`src/rtl/phase_seq_pkg.sv`:
```
// phase_seq_pkg: state encoding shared by the phase sequencer, its interface and bench
//   exports state_t with ST_IDLE=00, ST_LOAD=01, ST_RUN=10, ST_DONE=11
package phase_seq_pkg;
    typedef enum logic [1:0] {
        ST_IDLE = 2'b00,
        ST_LOAD = 2'b01,
        ST_RUN  = 2'b10,
        ST_DONE = 2'b11
    } state_t;
endpackage

```
`src/rtl/phase_seq_fsm_if.sv`:
```
// phase_seq_fsm_if: job handshake and status bundle between issuer and sequencer
//   master drives start, abort, len
//   slave drives state, busy, start_ack, done, aborted, count
interface phase_seq_fsm_if #(parameter int CNT_W = 8);
    import phase_seq_pkg::*;
    logic             start;
    logic             abort;
    logic [CNT_W-1:0] len;
    state_t           state;
    logic             busy;
    logic             start_ack;
    logic             done;
    logic             aborted;
    logic [CNT_W-1:0] count;
    modport master (output start, abort, len, input state, busy, start_ack, done, aborted, count);
    modport slave (input start, abort, len, output state, busy, start_ack, done, aborted, count);
endinterface

```
`src/rtl/phase_counter.sv`:
```
// phase_counter: shared cycle counter for the LOAD and RUN phases
//   clk, reset: clock and synchronous active-high reset
//   clear: zero the count on the next edge (wins over enable)
//   enable: advance the count by one
//   term: terminal count value; hit: count equals term
//   count: registered cycle index
module phase_counter #(parameter int CNT_W = 8) (
    input  logic             clk,
    input  logic             reset,
    input  logic             clear,
    input  logic             enable,
    input  logic [CNT_W-1:0] term,
    output logic             hit,
    output logic [CNT_W-1:0] count
);
    assign hit = count == term;
    always_ff @(posedge clk)
        if (reset || clear) count <= '0;
        else if (enable) count <= count + CNT_W'(1);
endmodule

```
`src/rtl/phase_seq_fsm.sv`:
```
// phase_seq_fsm: job sequencer running a fixed LOAD window then a per-job counted RUN window
//   clk, reset: clock and synchronous active-high reset
//   bus (slave): start/abort/len in; state/busy/start_ack/done/aborted/count out, all registered
module phase_seq_fsm
    import phase_seq_pkg::*;
#(
    parameter int CNT_W        = 8,
    parameter int LOAD_CYCLES  = 2,
    parameter bit AUTO_RESTART = 1'b0
) (
    input logic            clk,
    input logic            reset,
    phase_seq_fsm_if.slave bus
);
    localparam logic [CNT_W-1:0] LOAD_TERM = CNT_W'(LOAD_CYCLES - 1);
    state_t           state_q, nxt;
    logic [CNT_W-1:0] len_q;
    logic             hit, in_phase, entry;
    assign in_phase = state_q == ST_LOAD || state_q == ST_RUN;
    assign entry    = nxt == ST_LOAD && state_q != ST_LOAD;
    assign bus.state = state_q;
    always_comb
        unique case (state_q)
            ST_IDLE: nxt = bus.start ? ST_LOAD : ST_IDLE;
            ST_LOAD: nxt = bus.abort ? ST_IDLE : !hit ? ST_LOAD : len_q != '0 ? ST_RUN : ST_DONE;
            ST_RUN:  nxt = bus.abort ? ST_IDLE : hit ? ST_DONE : ST_RUN;
            default: nxt = AUTO_RESTART && bus.start ? ST_LOAD : ST_IDLE;
        endcase
    // Any state change restarts the index, so every phase counts from 0 and
    // IDLE/DONE hold 0. In RUN len_q is nonzero, so len_q-1 never underflows.
    phase_counter #(.CNT_W(CNT_W)) u_cnt (
        .clk    (clk),
        .reset  (reset),
        .clear  (nxt != state_q),
        .enable (in_phase),
        .term   (state_q == ST_LOAD ? LOAD_TERM : len_q - CNT_W'(1)),
        .hit    (hit),
        .count  (bus.count)
    );
    always_ff @(posedge clk)
        if (reset) begin
            state_q       <= ST_IDLE;
            len_q         <= '0;
            bus.busy      <= 1'b0;
            bus.start_ack <= 1'b0;
            bus.done      <= 1'b0;
            bus.aborted   <= 1'b0;
        end else begin
            state_q       <= nxt;
            bus.busy      <= nxt == ST_LOAD || nxt == ST_RUN;
            bus.start_ack <= entry;
            bus.done      <= nxt == ST_DONE;
            bus.aborted   <= in_phase && bus.abort;
            if (entry) len_q <= bus.len;
        end
endmodule

```
`src/flat_wrapper.sv`:
```
// flat-port wrapper written by rule: the top's interface ports become plain ports
module phase_seq_fsm_flat import phase_seq_pkg::*;
#(
    parameter int CNT_W        = 8,
    parameter int LOAD_CYCLES  = 2,
    parameter bit AUTO_RESTART = 1'b0
)
  (clk, reset, bus_start, bus_abort, bus_len, bus_state, bus_busy, bus_start_ack, bus_done, bus_aborted, bus_count);
  phase_seq_fsm_if #(.CNT_W(CNT_W)) bus_i ();
  input logic clk;
  input logic reset;
  input wire logic [$bits(bus_i.start)-1:0] bus_start;
  input wire logic [$bits(bus_i.abort)-1:0] bus_abort;
  input wire logic [$bits(bus_i.len)-1:0] bus_len;
  output wire logic [$bits(bus_i.state)-1:0] bus_state;
  output wire logic [$bits(bus_i.busy)-1:0] bus_busy;
  output wire logic [$bits(bus_i.start_ack)-1:0] bus_start_ack;
  output wire logic [$bits(bus_i.done)-1:0] bus_done;
  output wire logic [$bits(bus_i.aborted)-1:0] bus_aborted;
  output wire logic [$bits(bus_i.count)-1:0] bus_count;
  assign bus_i.start = bus_start;
  assign bus_i.abort = bus_abort;
  assign bus_i.len = bus_len;
  assign bus_state = bus_i.state;
  assign bus_busy = bus_i.busy;
  assign bus_start_ack = bus_i.start_ack;
  assign bus_done = bus_i.done;
  assign bus_aborted = bus_i.aborted;
  assign bus_count = bus_i.count;
  phase_seq_fsm #(.CNT_W(CNT_W), .LOAD_CYCLES(LOAD_CYCLES), .AUTO_RESTART(AUTO_RESTART)) u_core (.clk(clk), .reset(reset), .bus(bus_i));
endmodule
```
`config.mk`:
```
export PLATFORM = sky130hd
export DESIGN_NAME = phase_seq_fsm_flat
export DESIGN_NICKNAME = d
export VERILOG_FILES = /design/src/rtl/phase_seq_pkg.sv /design/src/rtl/phase_seq_fsm_if.sv /design/src/rtl/phase_counter.sv /design/src/rtl/phase_seq_fsm.sv /design/src/flat_wrapper.sv
export SDC_FILE = /design/constraint.sdc
export NUM_CORES = 1
export LEC_CHECK = 0
export ABC_AREA = 1
export CORE_UTILIZATION = 46
export DETAILED_ROUTE_END_ITERATION = 7
export PLACE_DENSITY_LB_ADDON = 0.15
export SYNTH_ARGS = -nofsm -noshare
export SYNTH_HDL_FRONTEND = slang
export SYNTH_SLANG_ARGS = --single-unit
```
`constraint.sdc`:
```
create_clock -name clk -period 2.3 [get_ports clk]
set_input_delay 0.46 -clock clk [delete_from_list [all_inputs] [get_ports clk]]
set_output_delay 0.46 -clock clk [all_outputs]
set_load 0.01 [all_outputs]
```
# ---- After elaboration in Yosys (flattened, before gate mapping)
# Index checks and enable logic that the tools add are counted.
dict set report op_classes {
  addsub 2
  n_eq_ne 8
  mux 8
  n_reduce_logical 7
}
# op count
set op_table {}
lappend op_table {{adder 8 x 1 -> 8 bit, second input constant} 1}
lappend op_table {{equality test 8 bit} 1}
lappend op_table {{two-way mux 8 bit} 1}
lappend op_table {{nonzero test 8 bit} 1}
lappend op_table {{subtractor 8 x 1 -> 8 bit, second input constant} 1}
lappend op_table {{equality test 2 bit, second input constant} 3}
lappend op_table {{two-way mux 2 bit} 3}
lappend op_table {{one-hot mux 2 bit (3 select lines)} 1}
lappend op_table {{equality test 2 x 1 -> 1 bit, second input constant} 2}
lappend op_table {{logical OR 1 bit} 3}
lappend op_table {{two-way mux 1 bit} 3}
lappend op_table {{logical AND 1 bit} 2}
lappend op_table {{zero test 2 bit} 1}
lappend op_table {{!= test 2 x 1 -> 1 bit, second input constant} 1}
lappend op_table {{!= test 2 bit} 1}
dict set report word_totals {
  ff_bits 22
  inputBits 12
  output_inout_bits 14
  wordCells 32
}

# ---- Depth between registers and ports, before layout
dict set report logic_depth {
  ltp_word 8
  depth_mapped 22
  ltp_nobuf 21
}

# ---- Cells and area by module
# A second synthesis with hierarchy kept.
dict set report hier_totals {
  cells_unflattened 197
  hier_area_um2 1303.8
}
# mod n_inst cells_each area_per_inst_um2 seq_area_each_um2
set modules_own_cells {}
lappend modules_own_cells {phase_seq_fsm 1 105 783.3 280.3}
lappend modules_own_cells {phase_counter 1 92 520.5 160.2}

# ---- Worst setup path after synthesis
# OpenSTA, ideal clock, no wires.
dict set report synth_path {
  path_type {register -> register}
  from {register u_core.state_q[1] (netlist: u_core.bus.state[1])}
  to {register u_core.len_q[0]}
  t_arrival_ns 2.460
  slack_ns -0.230
  stages_incl_launch_ff 22
  cell_sequence {dfxtp_1 inv_1 ha_1 inv_2 nand2_1 nand2_1 nand2_1 nor2_1 nand3_1 nor2_1 nand3_1 nor2_2 nand3_1 nand2_1 nand2_2 nand2_2 inv_1 ha_1 nand2_1 clkbuf_1 o21ai_0 a21oi_1}
}
dict set report synth_via {
  elab_chain_len 8
  elab_cells_between_ends 13
  classes_between {eq/ne (5); mux (6); reduce/logical (2)}
}
# item line
set synth_rtl {}
lappend synth_rtl {{start, declared} phase_seq_fsm.sv:16} ;# state_t state_q, nxt;
lappend synth_rtl {{start signal, assigned} phase_seq_fsm.sv:49} ;# state_q <= nxt;
lappend synth_rtl {{equality test 2 x 1 -> 1 bit} {phase_seq_fsm.sv:23, phase_seq_fsm.sv:36}}
lappend synth_rtl {{two-way mux 8 bit} phase_seq_fsm.sv:36} ;# .term (state_q == ST_LOAD ? LOAD_TERM : len_q - CNT_W'(1)),
lappend synth_rtl {{equality test 8 bit} phase_counter.sv:16} ;# assign hit = count == term;
lappend synth_rtl {{two-way mux 1 bit / two-way mux 2 bit (equally long branches)} {phase_seq_fsm.sv:26, phase_seq_fsm.sv:25}}
lappend synth_rtl {{two-way mux 2 bit (on tied branches)} {phase_seq_fsm.sv:26, phase_seq_fsm.sv:25}}
lappend synth_rtl {{one-hot mux 2 bit (3 select lines) (*)} phase_seq_fsm.sv:23} ;# unique case (state_q)
lappend synth_rtl {{via u_core.nxt[0]} phase_seq_fsm.sv:16}
lappend synth_rtl {{equality test 2 x 1 -> 1 bit (*)} phase_seq_fsm.sv:20} ;# assign entry = nxt == ST_LOAD && state_q != ST_LOAD;
lappend synth_rtl {{logical AND 1 bit (*)} phase_seq_fsm.sv:20}
lappend synth_rtl {{end signal, assigned} phase_seq_fsm.sv:54} ;# if (entry) len_q <= bus.len;
lappend synth_rtl {{end, declared} phase_seq_fsm.sv:17} ;# logic [CNT_W-1:0] len_q;
# The timed path passes the listed nets; every way through them passes the cells marked *.
# A chain may end at the register's enable or synchronous reset.

# ---- Worst setup path after layout
dict set report layout_path {
  from {register u_core.len_q[1]}
  to {register u_core.len_q[1]}
}
dict set report layout_via {
  elab_chain_len 8
  elab_cells_between_ends 12
  classes_between {add/sub (1); eq/ne (2); mux (7); reduce/logical (2)}
}
# item line
set layout_rtl {}
lappend layout_rtl {{subtractor 8 x 1 -> 8 bit} phase_seq_fsm.sv:36}
lappend layout_rtl {{two-way mux 8 bit} phase_seq_fsm.sv:36}
lappend layout_rtl {{equality test 8 bit} phase_counter.sv:16}
lappend layout_rtl {{two-way mux 1 bit / two-way mux 2 bit (equally long branches)} {phase_seq_fsm.sv:26, phase_seq_fsm.sv:25}}
lappend layout_rtl {{two-way mux 2 bit (on tied branches)} {phase_seq_fsm.sv:26, phase_seq_fsm.sv:25}}
lappend layout_rtl {{one-hot mux 2 bit (3 select lines) (*)} phase_seq_fsm.sv:23}
lappend layout_rtl {{via u_core.nxt[0]} phase_seq_fsm.sv:16}
lappend layout_rtl {{equality test 2 x 1 -> 1 bit (*)} phase_seq_fsm.sv:20}
lappend layout_rtl {{logical AND 1 bit (*)} phase_seq_fsm.sv:20}
# Marked as above.

==> results list <==
- Pwr/cell area: around 510 mW/mm^2
* Peak supply drop: between 0.3 and 0.4 mV
* Number of distinct library cell variants in the gate-level netlist after synthesis: 21
* Number of vias in the routed layout: ~1400
* Vias in the first global route: ~1300
- Global routing finished with a remaining overflow of 0.
* Per-cell routed wire length: between 10 and 15 um
- In the routed layout, each cell is associated on average with a via count of about 5.3.
- Remaining antenna violation count: 0
* Clk buf depth: 2
* Number of nets in the final layout: 260
- The final critical path takes up 107% of the cycle.
- The repair_antennas step left the layout with diodes totalling 0.
* Clock Sink Count: 22
- Entering global routing, the biggest net connects 13 pins.
* Nets in the synthesized netlist: 211
- Die extent in y: between 50 and 60 um
- The number of antenna violations at the first check in global routing came to 0.
- Core Rows: 18
* Classification of the worst-slack hold path: flip-flop to flip-flop
* Floorplan die width: 55.4 um
- Counting the buffers created by CTS gives 3.
- Hold_ws: between 0.5 and 0.6 ns
* Actual transition at the worst max-transition pin: about 0.33 ns
- For this run, the share of the core covered by cells in the final layout is 74.7%.
* Clk Latency, worst-skew pair: 0.31 ns
- Number of synthesized register bits: 22
- Headroom to the max-slew limit came out at approximately 78%.
- Number of primary I/O pins: 26
- Buffer and inverter count on the worst path: 3
- The final hold violation count is 0.
- STA classifies the critical path endpoint as a flip-flop.
- Cell at the root of the clock tree: sky130_fd_sc_hd__clkbuf_4
- Effective utilization at floorplan: about half
- Slowest cell on the critical path: sky130_fd_sc_hd__dfxtp_2
- The first routing iteration left 51 violations.
* Final period demand of the worst path: between 2 and 2.5 ns
* Area of the core: ~0.0026 sq mm
- The final-report max-slew violation count is 0.
- The analysis attributes to cell leakage a power of roughly 0.8 nW.
- For this run, design rule violations remaining after detail routing come to 0.
- Routability-driven placement finished with a final weighted congestion of 0.848.
- Of all nets on the critical path, the largest fanout is 6.
- FMAX: 0.407 GHz
- Setup repair after global routing missed its margin: true
* Run status: finished with violations
- Worst slack at placement: -0.126 ns
- H-tree lvl count: 1
- The count of buffers added on input and output ports is 25.
* Startpoint Class: flip-flop
* Critical path class: flip-flop to flip-flop
- After synthesis the cells add up to ~0.0013 sq mm.
* Placed wire-length estimate after detailed placement: about 2400 um
* Kind of cell adding the most delay to the critical path: simple AND/OR/NAND/NOR gates
* Biggest cell delay along the critical path: roughly 0.36 ns
- Summed over all layers, the routed wires come to between 3000 and 4000 um.
- Setup slack after layout: -0.159 ns
* Clock tree from TritonCTS: done
- The first detailed-routing pass ran for 4 iterations.
- Data required, critical path: ~2.5 ns
- During synthesis, Yosys emitted a total of 0 warnings.
- Share of final-layout standard cells stronger than drive strength 1: ~29%
- Worst endpoint data arrival time: between 2 and 3 ns
* Per-instance average area after synthesis: approximately 7 sq um
* Total Routing Usage GR: 21.1%
* Number of max-capacitance violations reported: 0
- After filler insertion, the fill cell instance count of the layout stands at 190.
- Setup violations remaining at the end of the flow were counted as 18.
- Cells after synthesis: 190
* Post-Route Skew: 0.00123 ns
- Traced cell by cell, the critical path runs through inv_2 > ha_4 > nor2_1 > nand2_1 > nand2_1 > nor2_1 > nand3_1 > nor2_1 > nand3_1 > nor2_2 > nand3_1 > nand2_1 > inv_1 > nand2_2 > nand2_2 > inv_2 > ha_4 > nand2_2 > o21ai_1 > a21oi_2.
* Full die area: around 0.003 sq mm
- First-pass GRT wire length: ~5300 um
- Clock transition at the registers of the reported paths: 0.12 ns
- Violations in the final reports: setup timing
* Signed area change from the synthesized netlist to the final layout: 47.5%
- Share of the yosys chip area belonging to registers: between 30 and 40%
cells in the final DEF (no fill, tap or decap), drive strengths merged:
cell type,instances
buf,20
a21oi,9
inv,29
nand2,39
nand4,9
nor3,3
clkdlybuf4s50,25
and2,1
o21ai,11
nor2,30
xor2,5
nand3,21
ha,9
xnor2,1
clkbuf,4
dfxtp,22
through the flow:
step | total power [W] | setup TNS (ns) | area [sq um] | std cells
4_1_cts | 0.000940 | 0 | 1800 | 264
5_1_grt | 0.00104 | -4.07 | 1930 | 268
3_3_place_gp | 0.000697 | -0.0202 | 1700 | 257
2_1_floorplan | 0.000609 | 0 | 1330 | 190
3_5_place_dp | 0.000706 | -0.989 | 1700 | 257
6_report | 0.000993 | -1.73 | 1930 | 268
state kept, by name, indices dropped and copies added, names as in the netlist:
signal                cells
u_core.bus.aborted        1
u_core.bus.busy           1
u_core.bus.done           1
u_core.bus.start_ack      1
u_core.bus.state          2
u_core.len_q              8
u_core.u_cnt.count        8
cells in the mapped netlist:
master	number	area, sq um
sky130_fd_sc_hd__o21ai_1	1	5.00
sky130_fd_sc_hd__xnor2_1	1	8.76
sky130_fd_sc_hd__nand3_1	19	95.1
sky130_fd_sc_hd__dfxtp_1	22	440
sky130_fd_sc_hd__o21ai_0	10	50.1
sky130_fd_sc_hd__inv_1	28	105
sky130_fd_sc_hd__a21oi_1	9	45.0
sky130_fd_sc_hd__nor2_2	5	31.3
sky130_fd_sc_hd__ha_1	9	113
sky130_fd_sc_hd__nand3_2	2	20.0
sky130_fd_sc_hd__nor2_1	24	90.1
sky130_fd_sc_hd__xor2_1	5	43.8
sky130_fd_sc_hd__and2_4	1	8.76
sky130_fd_sc_hd__nor3_1	3	15.0
sky130_fd_sc_hd__nor2_4	1	11.3
sky130_fd_sc_hd__inv_2	1	3.75
sky130_fd_sc_hd__nand4_1	9	56.3
sky130_fd_sc_hd__nand2_2	7	43.8
sky130_fd_sc_hd__clkbuf_1	1	3.75
sky130_fd_sc_hd__nand2_1	31	116
sky130_fd_sc_hd__buf_2	1	5.00
report_power, final:
part           internal (W)  switching [W]  total, W
combinational      0.000154       0.000197  0.000352
sequential         0.000404      0.0000208  0.000424
clock             0.0000967       0.000121  0.000217
worst paths after layout:
path | cells past startpoint | from | slack [ns] | to
max | 20 | u_core.len_q[1] | -0.16 | u_core.len_q[1]
min | 2 | u_core.len_q[7] | 0.52 | u_core.len_q[7]
max reg2reg | 20 | u_core.len_q[1] | -0.16 | u_core.len_q[1]
min reg2reg | 2 | u_core.len_q[7] | 0.52 | u_core.len_q[7]
worst min-delay path, stage by stage (launching register included):
cell	delay [ns]
sky130_fd_sc_hd__dfxtp_1	0.34
sky130_fd_sc_hd__inv_1	0.09
sky130_fd_sc_hd__a21oi_2	0.05
what timing repair did:
item                       CTS  global route
setup buffers                2             4
gates resized for setup      7            30
hold buffers                 0             0
setup endpoints to repair    9            19
gates cloned                 1             0
pin swaps                    2             5
final cells by class:
| class | count | area [sq um] | area share, % |
|---|---|---|---|
| multi-input combinational | 138 | 883 | 45.7 |
| inverter | 29 | 111 | 5.76 |
| tap | 30 | 37.5 | 1.94 |
| sequential | 22 | 445 | 23.0 |
| timing repair buffer | 45 | 420 | 21.7 |
| clock buffer | 4 | 36.3 | 1.88 |
cell families (layout without fill, tap and decap cells):
kind of cell / Yosys count / count (layout) / share of synthesized area (%)
buffers and inverters: 31 / 78 / 8.97
flip-flops: 22 / 22 / 33.6
adder cells (fa/ha/maj): 9 / 9 / 8.59
AO/OA/AOI/OAI: 20 / 20 / 7.63
AND/OR/NAND/NOR: 102 / 103 / 37.2
XOR/XNOR: 6 / 6 / 4.01
per-layer routing:
layer / part of all wire, % / global-route usage [%]
met5: 0 / 0
met2: 52 / 40.8
met1: 41 / 23.7
met4: 3.0 / 6.43
met3: 3.7 / 2.58
No activity file was read; power rests on OpenSTA's default activity.
